## src/rtl/redstone_pkg.sv

```systemverilog
// Shared types for the redstone tick fabric.
//   cmd_op_e    : host command opcodes (NOP/RUN/STEP/PAUSE), 2 bits
//   seq_state_e : tick sequencer state (IDLE/RUN/STEP), 2 bits
package redstone_pkg;

    typedef enum logic [1:0] {
        OP_NOP   = 2'd0,
        OP_RUN   = 2'd1,
        OP_STEP  = 2'd2,
        OP_PAUSE = 2'd3
    } cmd_op_e;

    typedef enum logic [1:0] {
        ST_IDLE = 2'd0,
        ST_RUN  = 2'd1,
        ST_STEP = 2'd2
    } seq_state_e;

endpackage

```

## src/rtl/tick_sequencer_if.sv

```systemverilog
// Host command channel of the tick sequencer.
//   i_cmd_valid : host offers a command
//   o_cmd_ready : sequencer can accept a command this cycle
//   i_cmd_op    : opcode (cmd_op_e)
//   i_cmd_arg   : tick count for STEP
//
// Handshake: a command transfers on the rising i_clk edge where
// i_cmd_valid and o_cmd_ready are both high. While i_cmd_valid is high
// and o_cmd_ready is low the host keeps op/arg stable; nothing is dropped.
interface tick_sequencer_if #(
    parameter int ARG_W = 32
);
    import redstone_pkg::*;

    logic             i_cmd_valid;
    logic             o_cmd_ready;
    cmd_op_e          i_cmd_op;
    logic [ARG_W-1:0] i_cmd_arg;

    modport master (
        output i_cmd_valid,
        output i_cmd_op,
        output i_cmd_arg,
        input  o_cmd_ready
    );

    modport slave (
        input  i_cmd_valid,
        input  i_cmd_op,
        input  i_cmd_arg,
        output o_cmd_ready
    );

endinterface

```

## src/rtl/tick_divider.sv

```systemverilog
// Phase counter that turns the system clock into a redstone tick strobe.
//   i_clk, i_rst : clock, async active-high reset
//   enable       : count this cycle (sequencer running)
//   clear        : restart the phase at zero (wins over enable)
//   divisor      : system clocks per tick; 0 behaves as 1
//   strobe       : registered one-cycle tick
//   due          : combinational, strobe will rise at the coming edge
module tick_divider #(
    parameter int DIV_W = 32
) (
    input  logic             i_clk,
    input  logic             i_rst,
    input  logic             enable,
    input  logic             clear,
    input  logic [DIV_W-1:0] divisor,
    output logic             strobe,
    output logic             due
);

    logic [DIV_W-1:0] phase_q;
    logic [DIV_W-1:0] last_phase;

    // Divisor 0 is treated as 1, so the last phase is 0 in both cases.
    assign last_phase = (divisor == '0) ? '0 : divisor - DIV_W'(1);

    // >= keeps the counter from running away if it is ever past the end.
    assign due = enable && !clear && (phase_q >= last_phase);

    always_ff @(posedge i_clk or posedge i_rst) begin
        if (i_rst) begin
            phase_q <= '0;
            strobe  <= 1'b0;
        end else if (clear || !enable) begin
            phase_q <= '0;
            strobe  <= 1'b0;
        end else if (due) begin
            phase_q <= '0;
            strobe  <= 1'b1;
        end else begin
            phase_q <= phase_q + DIV_W'(1);
            strobe  <= 1'b0;
        end
    end

endmodule

```

## src/rtl/tick_sequencer.sv

```systemverilog
// Redstone game-tick sequencer: free-run, pause and step-N-ticks control
// of the tick strobe that advances the component fabric.
//   i_clk, i_rst  : system clock, async active-high reset
//   cmd           : host command channel (tick_sequencer_if.slave)
//   i_halt        : immediate stop from any state, kills a due tick
//   i_div_load    : load i_div as the divider (honoured in IDLE only)
//   i_div         : system clocks per tick
//   o_tick        : one-cycle tick strobe to the component fabric
//   o_tick_count  : ticks issued so far, wraps
//   o_state       : current seq_state_e
//   o_done        : one-cycle pulse when a STEP finishes
module tick_sequencer
    import redstone_pkg::*;
#(
    parameter int                DIV_W     = 32,
    parameter int                ARG_W     = 32,
    parameter int                CNT_W     = 64,
    parameter logic [DIV_W-1:0]  DIV_RESET = 2
) (
    input  logic                 i_clk,
    input  logic                 i_rst,
    tick_sequencer_if.slave      cmd,
    input  logic                 i_halt,
    input  logic                 i_div_load,
    input  logic [DIV_W-1:0]     i_div,
    output logic                 o_tick,
    output logic [CNT_W-1:0]     o_tick_count,
    output logic [1:0]           o_state,
    output logic                 o_done
);

    seq_state_e       state_q, state_d;
    logic [ARG_W-1:0] remaining_q, remaining_d;
    logic [DIV_W-1:0] div_q;
    logic             done_d;

    logic    accept;
    logic    arg_nz;
    logic    start;
    logic    pause;
    logic    div_en;
    logic    div_clr;
    logic    tick_due;
    cmd_op_e op;

    assign op     = cmd.i_cmd_op;
    assign arg_nz = (cmd.i_cmd_arg != '0);

    // Commands are held off in STEP and while halt is asserted.
    assign cmd.o_cmd_ready = (state_q != ST_STEP) && !i_halt;
    assign accept          = cmd.i_cmd_valid && cmd.o_cmd_ready;

    // A run begins (phase restarts) on RUN from IDLE, or STEP N>0 from IDLE/RUN.
    assign start = accept &&
                   (((state_q == ST_IDLE) && ((op == OP_RUN) || ((op == OP_STEP) && arg_nz))) ||
                    ((state_q == ST_RUN) && (op == OP_STEP) && arg_nz));
    assign pause = accept && (state_q == ST_RUN) && (op == OP_PAUSE);

    // Enable depends only on the current state and controls, never on the
    // tick itself, so the last STEP tick still fires on its leaving edge.
    assign div_en  = (state_q != ST_IDLE) && !i_halt && !pause;
    assign div_clr = start || i_halt;

    tick_divider #(
        .DIV_W (DIV_W)
    ) u_div (
        .i_clk   (i_clk),
        .i_rst   (i_rst),
        .enable  (div_en),
        .clear   (div_clr),
        .divisor (div_q),
        .strobe  (o_tick),
        .due     (tick_due)
    );

    always_comb begin
        state_d     = state_q;
        remaining_d = remaining_q;
        done_d      = 1'b0;
        if (i_halt) begin
            state_d     = ST_IDLE;
            remaining_d = '0;
        end else begin
            case (state_q)
                ST_IDLE: begin
                    if (accept) begin
                        if (op == OP_RUN) begin
                            state_d = ST_RUN;
                        end else if (op == OP_STEP) begin
                            if (arg_nz) begin
                                state_d     = ST_STEP;
                                remaining_d = cmd.i_cmd_arg;
                            end else begin
                                done_d = 1'b1;
                            end
                        end
                    end
                end
                ST_RUN: begin
                    if (accept) begin
                        if (op == OP_PAUSE) begin
                            state_d = ST_IDLE;
                        end else if ((op == OP_STEP) && arg_nz) begin
                            state_d     = ST_STEP;
                            remaining_d = cmd.i_cmd_arg;
                        end
                    end
                end
                ST_STEP: begin
                    if (tick_due) begin
                        remaining_d = remaining_q - ARG_W'(1);
                        if (remaining_q == ARG_W'(1)) begin
                            done_d  = 1'b1;
                            state_d = ST_IDLE;
                        end
                    end
                end
                default: begin
                    state_d = ST_IDLE;
                end
            endcase
        end
    end

    always_ff @(posedge i_clk or posedge i_rst) begin
        if (i_rst) begin
            state_q      <= ST_IDLE;
            remaining_q  <= '0;
            o_done       <= 1'b0;
            o_tick_count <= '0;
        end else begin
            state_q     <= state_d;
            remaining_q <= remaining_d;
            o_done      <= done_d;
            if (tick_due) begin
                o_tick_count <= o_tick_count + CNT_W'(1);
            end
        end
    end

    // A load together with an accepted RUN/STEP still lands here first,
    // so the new divisor governs that run.
    always_ff @(posedge i_clk or posedge i_rst) begin
        if (i_rst) begin
            div_q <= DIV_RESET;
        end else if ((state_q == ST_IDLE) && i_div_load) begin
            div_q <= i_div;
        end
    end

    assign o_state = state_q;

endmodule

```

## src/flat_wrapper.sv

```systemverilog
// flat-port wrapper written by rule: the top's interface ports become plain ports
module tick_sequencer_flat import redstone_pkg::*;
#(
    parameter int                DIV_W     = 32,
    parameter int                ARG_W     = 32,
    parameter int                CNT_W     = 64,
    parameter logic [DIV_W-1:0]  DIV_RESET = 2
)
  (i_clk, i_rst, i_halt, i_div_load, i_div, o_tick, o_tick_count, o_state, o_done, cmd_i_cmd_valid, cmd_i_cmd_op, cmd_i_cmd_arg, cmd_o_cmd_ready);
  tick_sequencer_if #(.ARG_W(ARG_W)) cmd_i ();
  input  logic i_clk;
  input  logic i_rst;
  input  logic i_halt;
  input  logic i_div_load;
  input  logic [DIV_W-1:0] i_div;
  output logic o_tick;
  output logic [CNT_W-1:0] o_tick_count;
  output logic [1:0] o_state;
  output logic o_done;
  input wire logic [$bits(cmd_i.i_cmd_valid)-1:0] cmd_i_cmd_valid;
  input wire logic [$bits(cmd_i.i_cmd_op)-1:0] cmd_i_cmd_op;
  input wire logic [$bits(cmd_i.i_cmd_arg)-1:0] cmd_i_cmd_arg;
  output wire logic [$bits(cmd_i.o_cmd_ready)-1:0] cmd_o_cmd_ready;
  assign cmd_i.i_cmd_valid = cmd_i_cmd_valid;
  assign cmd_i.i_cmd_op = cmd_i_cmd_op;
  assign cmd_i.i_cmd_arg = cmd_i_cmd_arg;
  assign cmd_o_cmd_ready = cmd_i.o_cmd_ready;
  tick_sequencer #(.DIV_W(DIV_W), .ARG_W(ARG_W), .CNT_W(CNT_W), .DIV_RESET(DIV_RESET)) u_core (.i_clk(i_clk), .i_rst(i_rst), .cmd(cmd_i), .i_halt(i_halt), .i_div_load(i_div_load), .i_div(i_div), .o_tick(o_tick), .o_tick_count(o_tick_count), .o_state(o_state), .o_done(o_done));
endmodule
```

## config.mk

```make
export PLATFORM = sky130hd
export DESIGN_NAME = tick_sequencer_flat
export DESIGN_NICKNAME = d
export VERILOG_FILES = /design/src/rtl/redstone_pkg.sv /design/src/rtl/tick_sequencer_if.sv /design/src/rtl/tick_divider.sv /design/src/rtl/tick_sequencer.sv /design/src/flat_wrapper.sv
export SDC_FILE = /design/constraint.sdc
export NUM_CORES = 1
export LEC_CHECK = 0
export ABC_AREA = 1
export CAP_MARGIN = 20
export CORE_ASPECT_RATIO = 0.6
export CORE_MARGIN = 2
export CORE_UTILIZATION = 30
export CTS_BUF_LIST = sky130_fd_sc_hd__clkbuf_8 sky130_fd_sc_hd__clkbuf_16
export DETAILED_ROUTE_END_ITERATION = 10
export HOLD_SLACK_MARGIN = 0.12
export PLACE_DENSITY_LB_ADDON = 0.05
export RECOVER_POWER = 100
export SYNTH_ARGS = -nofsm -noshare
export SYNTH_HDL_FRONTEND = slang
export SYNTH_SLANG_ARGS = --single-unit
export TNS_END_PERCENT = 20
```

## constraint.sdc

```tcl
create_clock -name i_clk -period 7.12 [get_ports i_clk]
set_input_delay 0.712 -clock i_clk [delete_from_list [all_inputs] [get_ports i_clk]]
set_output_delay 0.712 -clock i_clk [all_outputs]
set_load 0.005 [all_outputs]
```

== Yosys cells after proc, flatten, opt, wreduce, memory -nomap -nowiden ==
Cells that the tools add are included.

* Bits in registers: 164
* Output and inout bits: 69
* Logic and storage cells: 94
* Input bits: 71

* Eq/ne operators: 19
* Add/sub/neg operators: 4
* Magnitude comparators: 1
* Reduce and logical (&&, ||, !) cells: 29
* Multiplexer cells: 34

{| class="wikitable"
|+ Operator list
! operator !! number
|-
| $mux W32 || 12
|-
| $pmux W32 S3 || 1
|-
| $add A64 B1 Y64 const B || 1
|-
| $sub A32 B1 Y32 const B || 2
|-
| $add A32 B1 Y32 const B || 1
|-
| $eq A32 B1 Y1 const B || 1
|-
| $ge A32 B32 Y1 || 1
|-
| $logic_not A32 Y1 || 1
|-
| $reduce_bool A32 Y1 || 1
|-
| $mux W2 || 10
|-
| $ne A3 B2 Y1 const B || 5
|-
| $logic_and A1 B1 Y1 || 14
|-
| $ne A3 B3 Y1 const B || 4
|-
| $mux W1 || 9
|-
| $reduce_and A9 Y1 || 1
|-
| $ne A4 B4 Y1 const B || 2
|-
| $reduce_and A7 Y1 || 1
|-
| $eq A2 B2 Y1 const B || 3
|-
| $pmux W2 S3 || 1
|-
| $eq A2 B1 Y1 const B || 2
|-
| $logic_not A1 Y1 || 4
|-
| $logic_or A1 B1 Y1 || 4
|-
| $ne A4 B3 Y1 const B || 1
|-
| $reduce_bool A4 Y1 || 1
|-
| other kinds (4) || 4
|}

== Logic depth before layout (Yosys ltp) ==
Gate-level depths: netlist (run 1).

* Depth after elaboration: 13
* Mapped depth: 27
* Mapped depth without buffers: 25

== Cells and area by module ==
Synthesis (run 1) repeated with hierarchy kept, for this count alone.

* Cell total of the unflattened synthesis: 1,609
* Area total of the unflattened synthesis: 11,424.7 µm²

{| class="wikitable"
|+ Modules (own cells, without submodules)
! module !! sequential area each (µm²) !! area each (µm²) !! cells each !! times used
|-
| tick_sequencer || 3,279.4 || 7,807.5 || 1,051 || 1
|-
| tick_divider || 825.8 || 3,617.2 || 558 || 1
|}

== Worst setup path before layout (run 1) ==
OpenSTA, ideal clock, no wires.

* Path type: reg2reg
* Start: register u_core.div_q[0]
* End: register u_core.o_tick_count[53]
* Clock period less this slack: 3.144 ns
* Stages on the path, launching flop included: 24
* Path buffers: 2
* Setup time: 0.123 ns
* Arrival time: 3.021 ns
* Required time: 6.997 ns
* Slack: 3.976 ns
* Cells stage by stage: dfrtp_1 -> inv_1 -> ha_1 -> nand2_1 -> nor2_2 -> nand2_1 -> nor2_1 -> nand2_1 -> nor2_2 -> nand2_1 -> o21ai_0 -> nand3_1 -> ha_1 -> nand2_1 -> nor2_1 -> nand2_1 -> nor2_1 -> nand2_1 -> nand2_1 -> nand3_4 -> buf_6 -> buf_2 -> nand2_1 -> nand2_1

* Cells in the longest elaborated chain, start to end: 4
* Elaborated cells on any way between the ends: 5
* Those cells by class: add/sub: 1; order compare: 1; mux: 1; reduce/logical: 2

{| class="wikitable"
|+ Ends and longest elaborated chain
! element !! line !! source
|-
| start, declared || tick_sequencer.sv:34 || <nowiki>logic [DIV_W-1:0] div_q;</nowiki>
|-
| start signal, assigned || tick_sequencer.sv:147 || <nowiki>div_q <= i_div;</nowiki>
|-
| $sub A32 B1 Y32 or $logic_not A32 Y1 (tied branches) || tick_divider.sv:24 || <nowiki>assign last_phase = (divisor == '0) ? '0 : divisor - DIV_W'(1);</nowiki>
|-
| $mux W32 (*) || tick_divider.sv:24 ||
|-
| $ge A32 B32 Y1 (*) || tick_divider.sv:27 || <nowiki>assign due = enable && !clear && (phase_q >= last_phase);</nowiki>
|-
| $logic_and A1 B1 Y1 (*) || tick_divider.sv:27 ||
|-
| end signal, assigned || tick_sequencer.sv:136 || <nowiki>o_tick_count <= o_tick_count + CNT_W'(1);</nowiki>
|-
| end, declared || tick_sequencer.sv:27 || <nowiki>output logic [CNT_W-1:0] o_tick_count,</nowiki>
|}

Every way passes the cells marked *; elsewhere a longest branch is shown, timed or not.
A chain may end at the register's enable or synchronous reset.

== Worst setup path after layout (run 1) ==
* Start: register u_core.div_q[12]
* End: register u_core.remaining_q[3]

* Cells in the longest elaborated chain, start to end: 6
* Elaborated cells on any way between the ends: 7
* Those cells by class: add/sub: 1; order compare: 1; eq/ne: 1; mux: 1; reduce/logical: 3

{| class="wikitable"
|+ Ends and longest elaborated chain
! element !! line !! source
|-
| $sub A32 B1 Y32 or $logic_not A32 Y1 (tied branches) || tick_divider.sv:24 ||
|-
| $mux W32 (*) || tick_divider.sv:24 ||
|-
| $ge A32 B32 Y1 (*) || tick_divider.sv:27 ||
|-
| $logic_and A1 B1 Y1 (*) || tick_divider.sv:27 ||
|-
| $ne A3 B2 Y1 (no source line) (*) || n/a ||
|-
| $reduce_and A9 Y1 (no source line) (*) || n/a ||
|-
| end signal, assigned || tick_sequencer.sv:133 || <nowiki>remaining_q <= remaining_d;</nowiki>
|-
| end, declared || tick_sequencer.sv:33 || <nowiki>logic [ARG_W-1:0] remaining_q, remaining_d;</nowiki>
|}

Marks and branches as above.

==> results of run 1 <==
cell usage after synthesis (34+ instances only):
master,n
a21oi_1,34
xnor2_1,46
xor2_1,37
nand3_1,125
nor2_1,284
nor3_1,54
dfrtp_1,163
nand4_1,38
ha_1,38
o21ai_0,52
nand2_1,509
inv_1,161
logic make-up after synthesis:
kind of cell	share of synthesized area [%]
mux	2.62
compound gates	5.74
flops	35.3
buf+inv	7.11
fa+ha+maj	4.09
simple gates	38.9
xor+xnor	6.25
cells in the final DEF (no fill, tap or decap), types with 7 or more instances in the layout:
cell / instances
nand2_1: 509
nor2_1: 283
dfrtp_1: 163
inv_1: 160
nand3_1: 125
clkdlybuf4s50_1: 70
dlygate4sd3_1: 69
o21ai_0: 66
nor3_1: 54
xnor2_1: 46
nand4_1: 38
ha_1: 38
xor2_1: 37
a21oi_1: 34
mux2_2: 27
nand3b_1: 18
clkbuf_16: 17
nor4_1: 14
or2_2: 12
o211ai_1: 7
worst paths after layout:
path,startpoint,end,cells past startpoint
worst max-delay path,u_core.div_q[12]$_DFFE_PP0P_,u_core.remaining_q[3]$_DFFE_PP0P_,23
worst min-delay path,u_core.u_div.phase_q[0]$_DFF_PP0_,u_core.u_div.phase_q[0]$_DFF_PP0_,1
worst max register to register,u_core.div_q[12]$_DFFE_PP0P_,u_core.remaining_q[3]$_DFFE_PP0P_,23
worst min register to register,u_core.u_div.phase_q[0]$_DFF_PP0_,u_core.u_div.phase_q[0]$_DFF_PP0_,1
max in group asynchronous,i_rst,u_core.o_tick_count[41]$_DFFE_PP0P_,3
min in group asynchronous,i_rst,u_core.div_q[0]$_DFFE_PP0P_,2
sequential cells by signal, indices dropped and copies added, names as in the netlist:
| register | count |
|---|---|
| u_core.o_tick_count | 64 |
| u_core.div_q | 32 |
| u_core.remaining_q | 32 |
| u_core.u_div.phase_q | 32 |
| u_core.o_state | 2 |
| u_core.o_done | 1 |
| u_core.u_div.strobe | 1 |
power by group through the flow:
stage / Sequential, uW / Combinational (uW) / Clock, uW
2_1_floorplan: 1250 / 916 / 0
3_3_place_gp: 1340 / 1240 / 0
3_5_place_dp: 1340 / 1250 / 0
4_1_cts: 1320 / 1250 / 977
5_1_grt: 1360 / 1420 / 1020
6_report: 1330 / 1260 / 947
worst max-delay path, stage by stage (launching register included):
cell and delay (ns):
dfrtp_1 0.41, nor2_1 0.10, inv_1 0.10, nor2_1 0.05, inv_1 0.10, nor2_1 0.07, nand4_1 0.08, nor2_1 0.09
inv_1 0.58, nand3_1 0.39, ha_1 0.42, nand2_1 0.08, nor2_1 0.15, nand3_1 0.12, nor2_1 0.12, nor2_1 0.04
nand2_1 0.06, nand2_1 0.07, nand2_1 0.14, nand3_4 0.65, nand2_4 0.70, nand2_4 0.37, nand2_1 0.16, nand2_1 0.07
cell type report:
| type | count | area (um2) |
|---|---|---|
| clock buffer | 18 | 439 |
| multi-input combinational | 1335 | 6680 |
| fill | 4088 | 23900 |
| sequential | 164 | 4110 |
| inverter | 164 | 617 |
| clock inverter | 14 | 143 |
| timing repair buffer | 144 | 1420 |
| tap | 513 | 642 |
stage by stage:
step	setup slack (ns)	hold WS, ns	power (uW)	cell area, um2	util, %
final	1.85	0.497	3530	14000	37.0
after floorplan	1.98	0.455	2170	11600	-
after detailed placement	1.81	0.488	2590	13500	35.6
after global routing	0.793	0.542	3790	14000	37.0
after CTS	1.78	0.504	3550	14100	37.1
after global placement	1.92	0.486	2580	13500	35.6
layer usage:
| layer | routed length, um | global-route usage, % | vias up |
|---|---|---|---|
| met5 | 0 | 0 | - |
| met4 | 287 | 3.80 | 0 |
| met3 | 2710 | 3.87 | 18 |
| met2 | 14900 | 25.9 | 360 |
| met1 | 23000 | 34.4 | 5299 |
| li1 | - | - | 5722 |
==> results.cfg, run 1 <==
[finish]
drive_gt1_share_pct = 4.84
num_antenna_cells = 0
final_cells = 2352
synthToLayoutAreaGrowth_pct = 20.8
nets = 1935

[clock_tree]
clock-sinks = 164
worstSkewPairLatency_ns = 0.45
clkTransAtPathRegs_ns = 0.07
cts_hold_buf = 0
cts_root_buf = clkbuf_16
cts_buffers = 17
cts_resized = 0
tritoncts = done
cts.path.max_buffers = 2
htreeDepth = 4
postCtsSetupRepairBufs = 0

[setup_path]
cp_max_fo = 77
crit_required_ns = 7.46
ff2ff_setup_slack_ns = 1.85
crit_arrival_ns = 5.61
end_kind = register
path_class = reg2reg
cp-start-kind = register

[routing]
viasPerCell = 4.85
drt_iter0_markers = 1071
wl_per_cell_um = 17.4
drc = 0
firstDrtPassIters = 7
wirelength_mm = 40.9
detail-route-antenna-nets = 0
vias = 11400

[power]
powerDensity_mw_per_mm2 = 252
ir_drop_mv = 0.152
power.switching_uw = 1480
internal_power_uw = 2050
leakage_uw = 0.00635
clockPowerShare_pct = 26.8
power_frac_comb_pct = 35.6
seq_power_share_pct = 37.5
swShare_pct = 41.9

[synth]
syn_area_mm2 = 0.0116
synthTopCellsByArea = dfrtp_1 (35%), nand2_1 (16%), nor2_1 (9.2%)
synth_fp_nets = 1807
synth_cell_types = 41
synth_top_area_share_pct = 35.1
synth_edf_count = 0
async_reset_ff_share_pct = 100
synth_top_area_cell = dfrtp_1
avgSynthCellArea_um2 = 6.84
syn_inst = 1698
synth_ff_type = dfrtp_1
synth-seq-cells = 164
ys_seq_area_share_pct = 35.3
yosysWarnings = 0

[floorplan]
fp-row-count = 55
dieHeight_um = 156
dieArea_mm2 = 0.0404
ios = 140
die_w_um = 258
core_mm2 = 0.0379
start_util_pct = 30.7

[place]
globalplace.congestion = 0.895
dpl.hpwl_mm = 32.0
portBuffers = 139
post-place-cells = 2320

[sta]
final_period_minus_worst_setup_slack_ns = 5.27
drv_slew = 236
final_hold_viol_count = 0
relSlewSlack_pct = -201
rsz0062_at_grt = false
finalClockSkew_ns = 0.0109
setup_viol = 0
fmax_mhz = 190
tightest_slew_ns = 4.49
setup_tns_ns = 0
fin_crit_sh_pct = 74.0

[grt]
grt_pass1_vias = 10500
grt_pass1_wl_mm = 63.2
grt.total_usage_pct = 20.5
grt_max_degree = 95
antenna_found_initial = 0
grt_overflow = 0

[job]
max_cap_viol_count = 4

[outcome]
violations = max-capacitance violations, max-slew violations
status = finished, violations left

[worst_hold_path]
worstHoldPathType = reg2reg
Note: power is estimated with default switching activity, not from simulation.
==> inputs of run 2 (changes only) <==
- clock period: 7.12 -> 4.5 ns (I/O delays scaled with it)
==> results.cfg, run 2 (synthesis results as in run 1) <==
[outcome]
status = finished, violations left
violations = max-capacitance violations, max-slew violations

[power]
power.switching_uw = 2310
clockPowerShare_pct = 27.3
power_frac_comb_pct = 35.5
leakage_uw = 0.00640
swShare_pct = 41.2
seq_power_share_pct = 37.3
powerDensity_mw_per_mm2 = 396
ir_drop_mv = 0.246
internal_power_uw = 3300

[place]
dpl.hpwl_mm = 32.0
globalplace.congestion = 0.931
portBuffers = 139
placed_area_mm2 = 0.0136
post-place-cells = 2328

[finish]
final_cell_area_mm2 = 0.0141
synthToLayoutAreaGrowth_pct = 21.7
final_common_cell = nand2_1
drive_gt1_share_pct = 5.40
regMostFlops = u_core.o_tick_count
nets = 1947
largest_reg_flops = 64
nFillCells = 4063
final_cells = 2364
most-common-layout-cells = nand2_1 (509), nor2_1 (282), dfrtp_1 (163), inv_1 (161), nand3_1 (125)
num_antenna_cells = 0

[grt]
grt_pass1_wl_mm = 62.8
use_met1_pct = 33.9
grt_max_degree = 85
grt.total_usage_pct = 20.4
gr-max-usage-layer = met1
use_met2_pct = 25.9
use_met3_pct = 4.60
grt_overflow = 0
grt_pass1_vias = 10300
antenna_found_initial = 0

[routing]
vias = 11300
wl_per_cell_um = 17.3
firstDrtPassIters = 5
drt_iter0_markers = 904
wirelength_mm = 40.8
detail-route-antenna-nets = 0
viasPerCell = 4.80
drc = 0

[sta]
drv_slew = 204
final_period_minus_worst_setup_slack_ns = 4.04
fmax_mhz = 248
whs_ns = 0.356
final_hold_viol_count = 0
relSlewSlack_pct = -56.6
tightest_slew_ns = 2.35
setup_viol = 0
fin_crit_sh_pct = 89.8
rsz0062_at_grt = false
setup_tns_ns = 0
finalClockSkew_ns = 0.0106

[setup_path]
cp_slowest_stage_delay_ns = 0.43
worst_path_max_delay_cell = dfrtp_1
critPathLaunch = u_core.div_q[13]$_DFFE_PP0P_
end_kind = register
crit_arrival_ns = 4.42
path_buf_inv = 3
path_cells = nor2_1 -> inv_1 -> nor2_1 -> inv_1 -> nor2_1 -> nand4_1 -> nor2_2 -> clkinvlp_4 -> nand3_1 -> ha_1 -> nand2_1 -> nand2_1 -> nand2_1 -> nand2_1 -> nand2_1 -> nand2_1 -> a21oi_1 -> nand2_1 -> nand3_4 -> nand2_4 -> nand2_4 -> nand2_1 -> nand2_1
path_common_cell = nand2_1
cp-start-kind = register
r2r-start = u_core.div_q[13]$_DFFE_PP0P_
crit_required_ns = 4.88
path_class = reg2reg
cpLargestDelayFamily = simple AND/OR/NAND/NOR gates
ff2ff_setup_slack_ns = 0.46
cp_max_fo = 32

[clock_tree]
htreeDepth = 4
clkTransAtPathRegs_ns = 0.07
cts_buffers = 17
clock-sinks = 164
cts_root_buf = clkbuf_16
cts.path.max_buffers = 2
tritoncts = done
worstSkewPairLatency_ns = 0.45

[floorplan]
die_w_um = 258
start_util_pct = 30.7
dieArea_mm2 = 0.0404
ios = 140
core_mm2 = 0.0379
dieHeight_um = 156
fp-row-count = 55

[worst_hold_path]
worstHoldPathType = in2async

[job]
max_cap_viol_count = 4
==> run 2: changes by cell type in the layout (fill, tap and decap cells not counted), sizes merged <==
cell      previous run  this run
inv                170       167
clkinvlp             3         7
clkbuf              22        26
buf                  1         8
clkinv               4         3
bufinv               1         2
==> run 2: metal layers <==
layer  wire length (um)  vias up
met5                  0        -
met4                221        0
met3               2630       16
met2              15000      293
met1              22900     5292
li1                   -     5738
==> run 2: final timing paths <==
path	endpoint	depth (start not counted)
min in group i_clk	u_core.remaining_q[24]$_DFFE_PP0P_	2
max	u_core.remaining_q[21]$_DFFE_PP0P_	23
min	u_core.u_div.phase_q[16]$_DFF_PP0_	2
max in group asynchronous	u_core.div_q[15]$_DFFE_PP0P_	3
max reg2reg	u_core.remaining_q[21]$_DFFE_PP0P_	23
min reg2reg	u_core.remaining_q[24]$_DFFE_PP0P_	2
==> run 2: worst reg2reg max path, stage by stage (launching register included) <==
cell        delay [ns]
dfrtp_1           0.43
nor2_1            0.19
inv_1             0.10
nor2_1            0.09
inv_1             0.09
nor2_1            0.15
nand4_1           0.11
nor2_2            0.31
clkinvlp_4        0.33
nand3_1           0.29
ha_1              0.29
nand2_1           0.07
nand2_1           0.04
nand2_1           0.05
nand2_1           0.04
nand2_1           0.05
nand2_1           0.05
a21oi_1           0.17
nand2_1           0.16
nand3_4           0.12
nand2_4           0.20
nand2_4           0.41
nand2_1           0.15
nand2_1           0.07
==> run 2: power groups by stage <==
stage | sequential, uW | clock (uW) | combinational (uW)
after floorplan | 1980 | 0 | 1450
after global placement | 2110 | 0 | 1970
after detailed placement | 2110 | 0 | 1980
after CTS | 2080 | 1570 | 1980
after global routing | 2130 | 1640 | 2260
final | 2090 | 1530 | 1990
==> run 2: final cells by class <==
cell class,count,area (um2),area share [%]
well taps,513,642,4.54
repair inverters,1,7.51,0.0531
multi-input cells,1335,6680,47.2
flip-flops and latches,164,4110,29.0
inverters,164,621,4.39
repair buffers,155,1500,10.6
clock inverters,14,151,1.07
clock buffers,18,439,3.10
==> run 2: metrics by stage <==
| step | util [%] | total power (uW) | worst slack [ns] |
|---|---|---|---|
| 6_report | 37.3 | 5610 | 0.461 |
| 5_1_grt | 37.3 | 6020 | 0.0633 |
| 3_3_place_gp | 35.8 | 4080 | 0.388 |
| 4_1_cts | 37.4 | 5630 | 0.322 |
| 2_1_floorplan | - | 3430 | 1.36 |
| 3_5_place_dp | 35.8 | 4080 | 0.353 |
==> run 2: timing repair <==
item | CTS | global route
gates resized for setup | 0 | 3
hold buffers | 0 | 0
buffers inserted | 0 | 3
setup endpoints to repair | 0 | 51
==> inputs of run 3 (changes only) <==
- SYNTH_HIERARCHICAL: not set -> 1
==> results.cfg, run 3 <==
[finish]
nets = 1875
final_common_cell = nand2_1
final_cells = 2287
most-common-layout-cells = nand2_1 (456), nor2_1 (270), inv_1 (169), dfrtp_1 (163), nand3_1 (123)
synthToLayoutAreaGrowth_pct = 23.2
drive_gt1_share_pct = 7.61
largest_reg_flops = 64
regMostFlops = u_core/o_tick_count

[synth]
syn_inst = 1609
synth_common_cells = nand2_1 (455), nor2_1 (269), inv_1 (170), dfrtp_1 (163), nand3_1 (123)
synth-seq-cells = 164
synth_cell_types = 44
synth_most_common_cell = nand2_1
syn_area_mm2 = 0.0114
synth_top_area_share_pct = 35.7
synth_top_area_cell = dfrtp_1
synth_ff_type = dfrtp_1
synth_edf_count = 0
async_reset_ff_share_pct = 100
ys_seq_area_share_pct = 35.9
yosysWarnings = 6
synth_fp_nets = 1724
synthTopCellsByArea = dfrtp_1 (36%), nand2_1 (15%), nor2_1 (8.8%)
avgSynthCellArea_um2 = 7.10

[clock_tree]
worstSkewPairLatency_ns = 0.45
cts_hold_buf = 0
htreeDepth = 4
tritoncts = done
clkTransAtPathRegs_ns = 0.07
cts_buffers = 17
cts.path.max_buffers = 2
cts_root_buf = clkbuf_16
clock-sinks = 164

[routing]
wl_met2_mm = 14.3
firstDrtPassIters = 5
drc = 0
viasPerCell = 4.65
detail-route-antenna-nets = 0
wl_met1_mm = 20.9
dr.max_layer_used = met5
vias = 10600
wl_per_cell_um = 16.5
route.met3.wl_mm = 2.16
drt_iter0_markers = 940
wirelength_mm = 37.7

[setup_path]
worstSetupEndpoint = u_core/o_tick_count[63]$_DFFE_PP0P_
end_kind = register
worst-r2r-cell-count = 23
crit_arrival_ns = 4.50
ff2ff_setup_slack_ns = 0.33
cp-start-kind = register
path_class = reg2reg
crit_required_ns = 4.83
r2r-start = u_core/div_q[12]$_DFFE_PP0P_
critPathLaunch = u_core/div_q[12]$_DFFE_PP0P_
r2r_end = u_core/o_tick_count[63]$_DFFE_PP0P_
cp_max_fo = 19

[grt]
grt_max_degree = 81
grt_overflow = 0
grt_pass1_wl_mm = 59.5
antenna_found_initial = 2
grt.total_usage_pct = 19.4
grt_pass1_vias = 10200

[place]
dp_slack_ns = 0.265
post-place-cells = 2251
globalplace.congestion = 0.871
portBuffers = 139
dpl.hpwl_mm = 30.0

[floorplan]
dieArea_mm2 = 0.0397
start_util_pct = 30.4
fp-row-count = 55
dieHeight_um = 155
die_w_um = 256
ios = 140
core_mm2 = 0.0376

[outcome]
status = finished, violations left
violations = max-capacitance violations, max-slew violations

[sta]
relSlewSlack_pct = -32.0
tightest_slew_ns = 1.98
final_hold_viol_count = 0
rsz0062_at_grt = false
setup_tns_ns = 0
fin_ws_ns = 0.331
finalClockSkew_ns = 0.0162
setup_viol = 0
drv_slew = 148
final_period_minus_worst_setup_slack_ns = 4.17
fin_crit_sh_pct = 92.7
fmax_mhz = 240

[power]
powerDensity_mw_per_mm2 = 426
leakage_uw = 0.00655
p_total_uw = 6000
ir_drop_mv = 0.288

[worst_hold_path]
holdPathStages = 1
worstHoldPathType = reg2reg

[job]
max_cap_viol_count = 3
## run 3: logic make-up (layout without fill, tap and decap cells)
family / count (synthesis) / in the layout / share of synthesized area, %
flip-flops: 164 / 164 / 35.9
buffers and inverters: 200 / 364 / 7.06
AND/OR/NAND/NOR: 989 / 989 / 37.2
adder cells (fa/ha/maj): 44 / 44 / 4.82
multiplexers: 32 / 32 / 3.15
AO/OA/AOI/OAI: 74 / 74 / 3.72
XOR/XNOR: 106 / 106 / 8.13
other: 0 / 1 / 0
## run 3: worst max-delay path: stages, from the launching register on
cell	delay (ns)
dfrtp_1	0.45
nor2_2	0.16
nand2_1	0.13
nor2_1	0.10
inv_1	0.10
nor3_2	0.26
nand4_1	0.41
o211ai_1	0.22
ha_1	0.14
nand2_1	0.06
nor2_1	0.16
nand2_1	0.09
nor2_1	0.12
nor2_1	0.06
nand2_1	0.12
nand2_1	0.10
a21boi_2	0.16
buf_6	0.22
nand2_1	0.14
nor2_1	0.12
nand2_1	0.09
nor2_1	0.34
nand3_1	0.15
xnor2_1	0.15
## run 3: metrics by stage
stage | util [%] | area [um2] | hold slack (ns)
5_1_grt | 37.4 | 14100 | 0.540
4_1_cts | 37.4 | 14100 | 0.499
3_5_place_dp | 35.7 | 13500 | 0.487
3_3_place_gp | 35.7 | 13500 | 0.468
6_report | 37.4 | 14100 | 0.489
2_1_floorplan | - | 11400 | 0.453
## run 3: routing by layer
metal	GRT usage (%)	vias to the layer above
li1	-	5431
met2	25.9	246
met4	3.54	2
met3	4.51	20
met5	0	-
met1	30.9	4936
## run 3: power by group
part           internal (uW)  switching (uW)  total, uW
combinational            839            1490       2330
clock                    890             707       1600
sequential              1730             341       2070
total                   3460            2530       6000
## run 3: worst min-delay path by stage
stage                                                    from                             endpoint  slack (ns)
after floorplan             u_core/u_div/phase_q[0]$_DFF_PP0_    u_core/u_div/phase_q[0]$_DFF_PP0_        0.45
after global placement    u_core/o_tick_count[63]$_DFFE_PP0P_  u_core/o_tick_count[63]$_DFFE_PP0P_        0.47
after detailed placement  u_core/o_tick_count[63]$_DFFE_PP0P_  u_core/o_tick_count[63]$_DFFE_PP0P_        0.49
after CTS                 u_core/o_tick_count[63]$_DFFE_PP0P_  u_core/o_tick_count[63]$_DFFE_PP0P_        0.50
after global routing      u_core/o_tick_count[63]$_DFFE_PP0P_  u_core/o_tick_count[63]$_DFFE_PP0P_        0.54
final                     u_core/o_tick_count[63]$_DFFE_PP0P_  u_core/o_tick_count[63]$_DFFE_PP0P_        0.49
## run 3: layout make-up
type	count	area (um2)
timing repair buffer	156	1510
sequential	164	4110
clock inverter	15	193
multi-input combinational	1245	6530
inverter	176	664
antenna	1	2.50
clock buffer	17	425
tap	513	642
fill	4060	23600
## run 3: what timing repair did
item                       in CTS  in global routing
buffers inserted                0                  3
setup endpoints to repair       0                  7
gates resized for setup         0                  5
==> edit (settings of run 2) <==
`DIV_W` is set to 32 in 3 places; all go to 16.
--- a/src/rtl/tick_divider.sv
+++ b/src/rtl/tick_divider.sv
@@ -8,3 +8,3 @@
 module tick_divider #(
-    parameter int DIV_W = 32
+    parameter int DIV_W = 16
 ) (
--- a/src/rtl/tick_sequencer.sv
+++ b/src/rtl/tick_sequencer.sv
@@ -14,3 +14,3 @@
 #(
-    parameter int                DIV_W     = 32,
+    parameter int                DIV_W     = 16,
     parameter int                ARG_W     = 32,
--- a/src/flat_wrapper.sv
+++ b/src/flat_wrapper.sv
@@ -3,3 +3,3 @@
 #(
-    parameter int                DIV_W     = 32,
+    parameter int                DIV_W     = 16,
     parameter int                ARG_W     = 32,
Ports: changed (resized i_div); port bits go from 140 to 124. No check against the original RTL was run, so the function may have changed too.
==> edit against run 2 <==
  * The run still ends with max-capacitance violations, max-slew violations left
  * Final area down 20%
  * Power decreased by 14%
  * Utilization increased by 0.65 points
  * Area after synthesis fell by 22%
  * Routed wire length shrank 20%
  * Sequential cell count fell by 32
  * Synthesized cell count down 19%
  * Non-clock buffer count decreased by 24
  * Critical path type unchanged
  * Highest routed layer unchanged
  * Worst setup slack gained 360 ps
  * Combinational power is 17% lower
==> edit: results (changes against run 2) <==
Status
  – Result of the run: finished, violations left
  – Failing checks: max-capacitance violations, max-slew violations

Final layout
  – Count of fill cells added during filler insertion: 3204 (-21%)
  – Number of buffers outside the clock class in the layout: 131 (-15%)
  – Share of post-route cells with drive strength above 1: 0.0334 (-0.0206)
  – Multi-input comb cells: 1074 (-20%)
  – Number of nets at the end of the flow: 1561 (-20%)
  – Clock Buffer Count: 17 (-1)
  – ClkCell Share: 0.0541 (+0.0124)
  – Share of the final layout cell area in sequential cells: 0.292 (+0.00140)
  – Final non-clock buffer share: 0.114 (+0.00792)

Yosys
  – Complex-gate fraction of the synthesized area: 0.0721 (+0.0147)
  – Main area contributors after synthesis: sky130_fd_sc_hd__dfrtp_1, sky130_fd_sc_hd__nand2_1, sky130_fd_sc_hd__nor2_1, sky130_fd_sc_hd__nand3_1, sky130_fd_sc_hd__inv_1
  – Share of the synthesized area in the top cell type: 0.361 (+0.0102)
  – Syn Nets: 1444 (-20%)
  – Adder and majority gate portion of the synthesized area: 0.0303 (-0.0106)
  – Avg Synthesized Cell Area: 6.64 um2 (-3.0%)
  – Share of cell area taken by muxes after synthesis: 0.00248 (-0.0237)

Placed design
  – Dpl cells: 1873 (-20%)
  – Placer Congestion: 0.965 (+3.6%)

Worst setup path
  – Critical path fanouts, max: 44 (+38%)
  – Cell type of the slowest stage on the worst timing path: sky130_fd_sc_hd__inv_2
  – Length in cells of the worst reg-to-reg path: 21 (-8.7%)

STA
  – Relative max-transition margin: -0.446 (+0.120)
  – Worst Clk Skew: 11.5 ps (+0.970 ps)
  – Final Slew Violations: 94 (-54%)

Detailed routing
  – Average wire per standard cell: 17.2 um (-0.33%)
  – Drt via density: 4.81 (+0.32%)
  – Via count: 9162 (-19%)

Power
  – Leakage power of the design: 5.20 nW (-19%)

Run
  – Number of violations of the max-capacitance limit: 1 (-3)

Global route
  – Global-route usage over all layers: 0.210 (+0.00670)
## edit: cell types whose count changed after synthesis, sizes merged, moves of 23 or more
cell,before,now
inv,164,128
mux2,27,2
nor2,288,225
nand2,511,439
nand3,126,103
dfrtp,163,131
## edit: cell families after synthesis
group | after synthesis
simple gates | 847
buf+inv | 161
flops | 132
compound gates | 124
xor+xnor | 79
fa+ha+maj | 22
mux | 2
## edit: per-stage QoR
step           utilization  cell area (um2)  worst slack [ps]  hold slack [ps]  total power (W)
2_1_floorplan            -             9080               526              442          0.00284
3_3_place_gp         0.360            10700               975              468          0.00334
3_5_place_dp         0.360            10700               872              489          0.00335
4_1_cts              0.380            11400               872              511          0.00490
5_1_grt              0.380            11300               396              517          0.00526
6_report             0.380            11300               821              507          0.00484
## edit: path summary, 6_finish.rpt
| check | startpoint | end | slack (ps) |
|---|---|---|---|
| max | u_core.div_q[0] | u_core.o_tick_count[33] | 820 |
| min in group asynchronous | i_rst | u_core.o_tick_count[31] | 1150 |
| max reg2reg | u_core.div_q[0] | u_core.o_tick_count[33] | 820 |
| min | u_core.u_div.phase_q[0] | u_core.u_div.phase_q[0] | 510 |
| min reg2reg | u_core.u_div.phase_q[0] | u_core.u_div.phase_q[0] | 510 |
| max in group asynchronous | i_rst | u_core.div_q[4] | 1480 |
## edit: power by group through the flow
stage,logic (W),registers (W),clock network (W)
2_1_floorplan,0.00125,0.00159,0
3_3_place_gp,0.00166,0.00167,0
3_5_place_dp,0.00168,0.00167,0
4_1_cts,0.00168,0.00165,0.00156
5_1_grt,0.00195,0.00170,0.00161
6_report,0.00166,0.00166,0.00152
## edit: routing by layer
metal	wire length, um	up-vias	GRT usage
li1	-	4587	-
met5	0	-	0
met3	2660	16	0.0664
met4	206	0	0.0385
met1	18200	4298	0.343
met2	11700	261	0.260
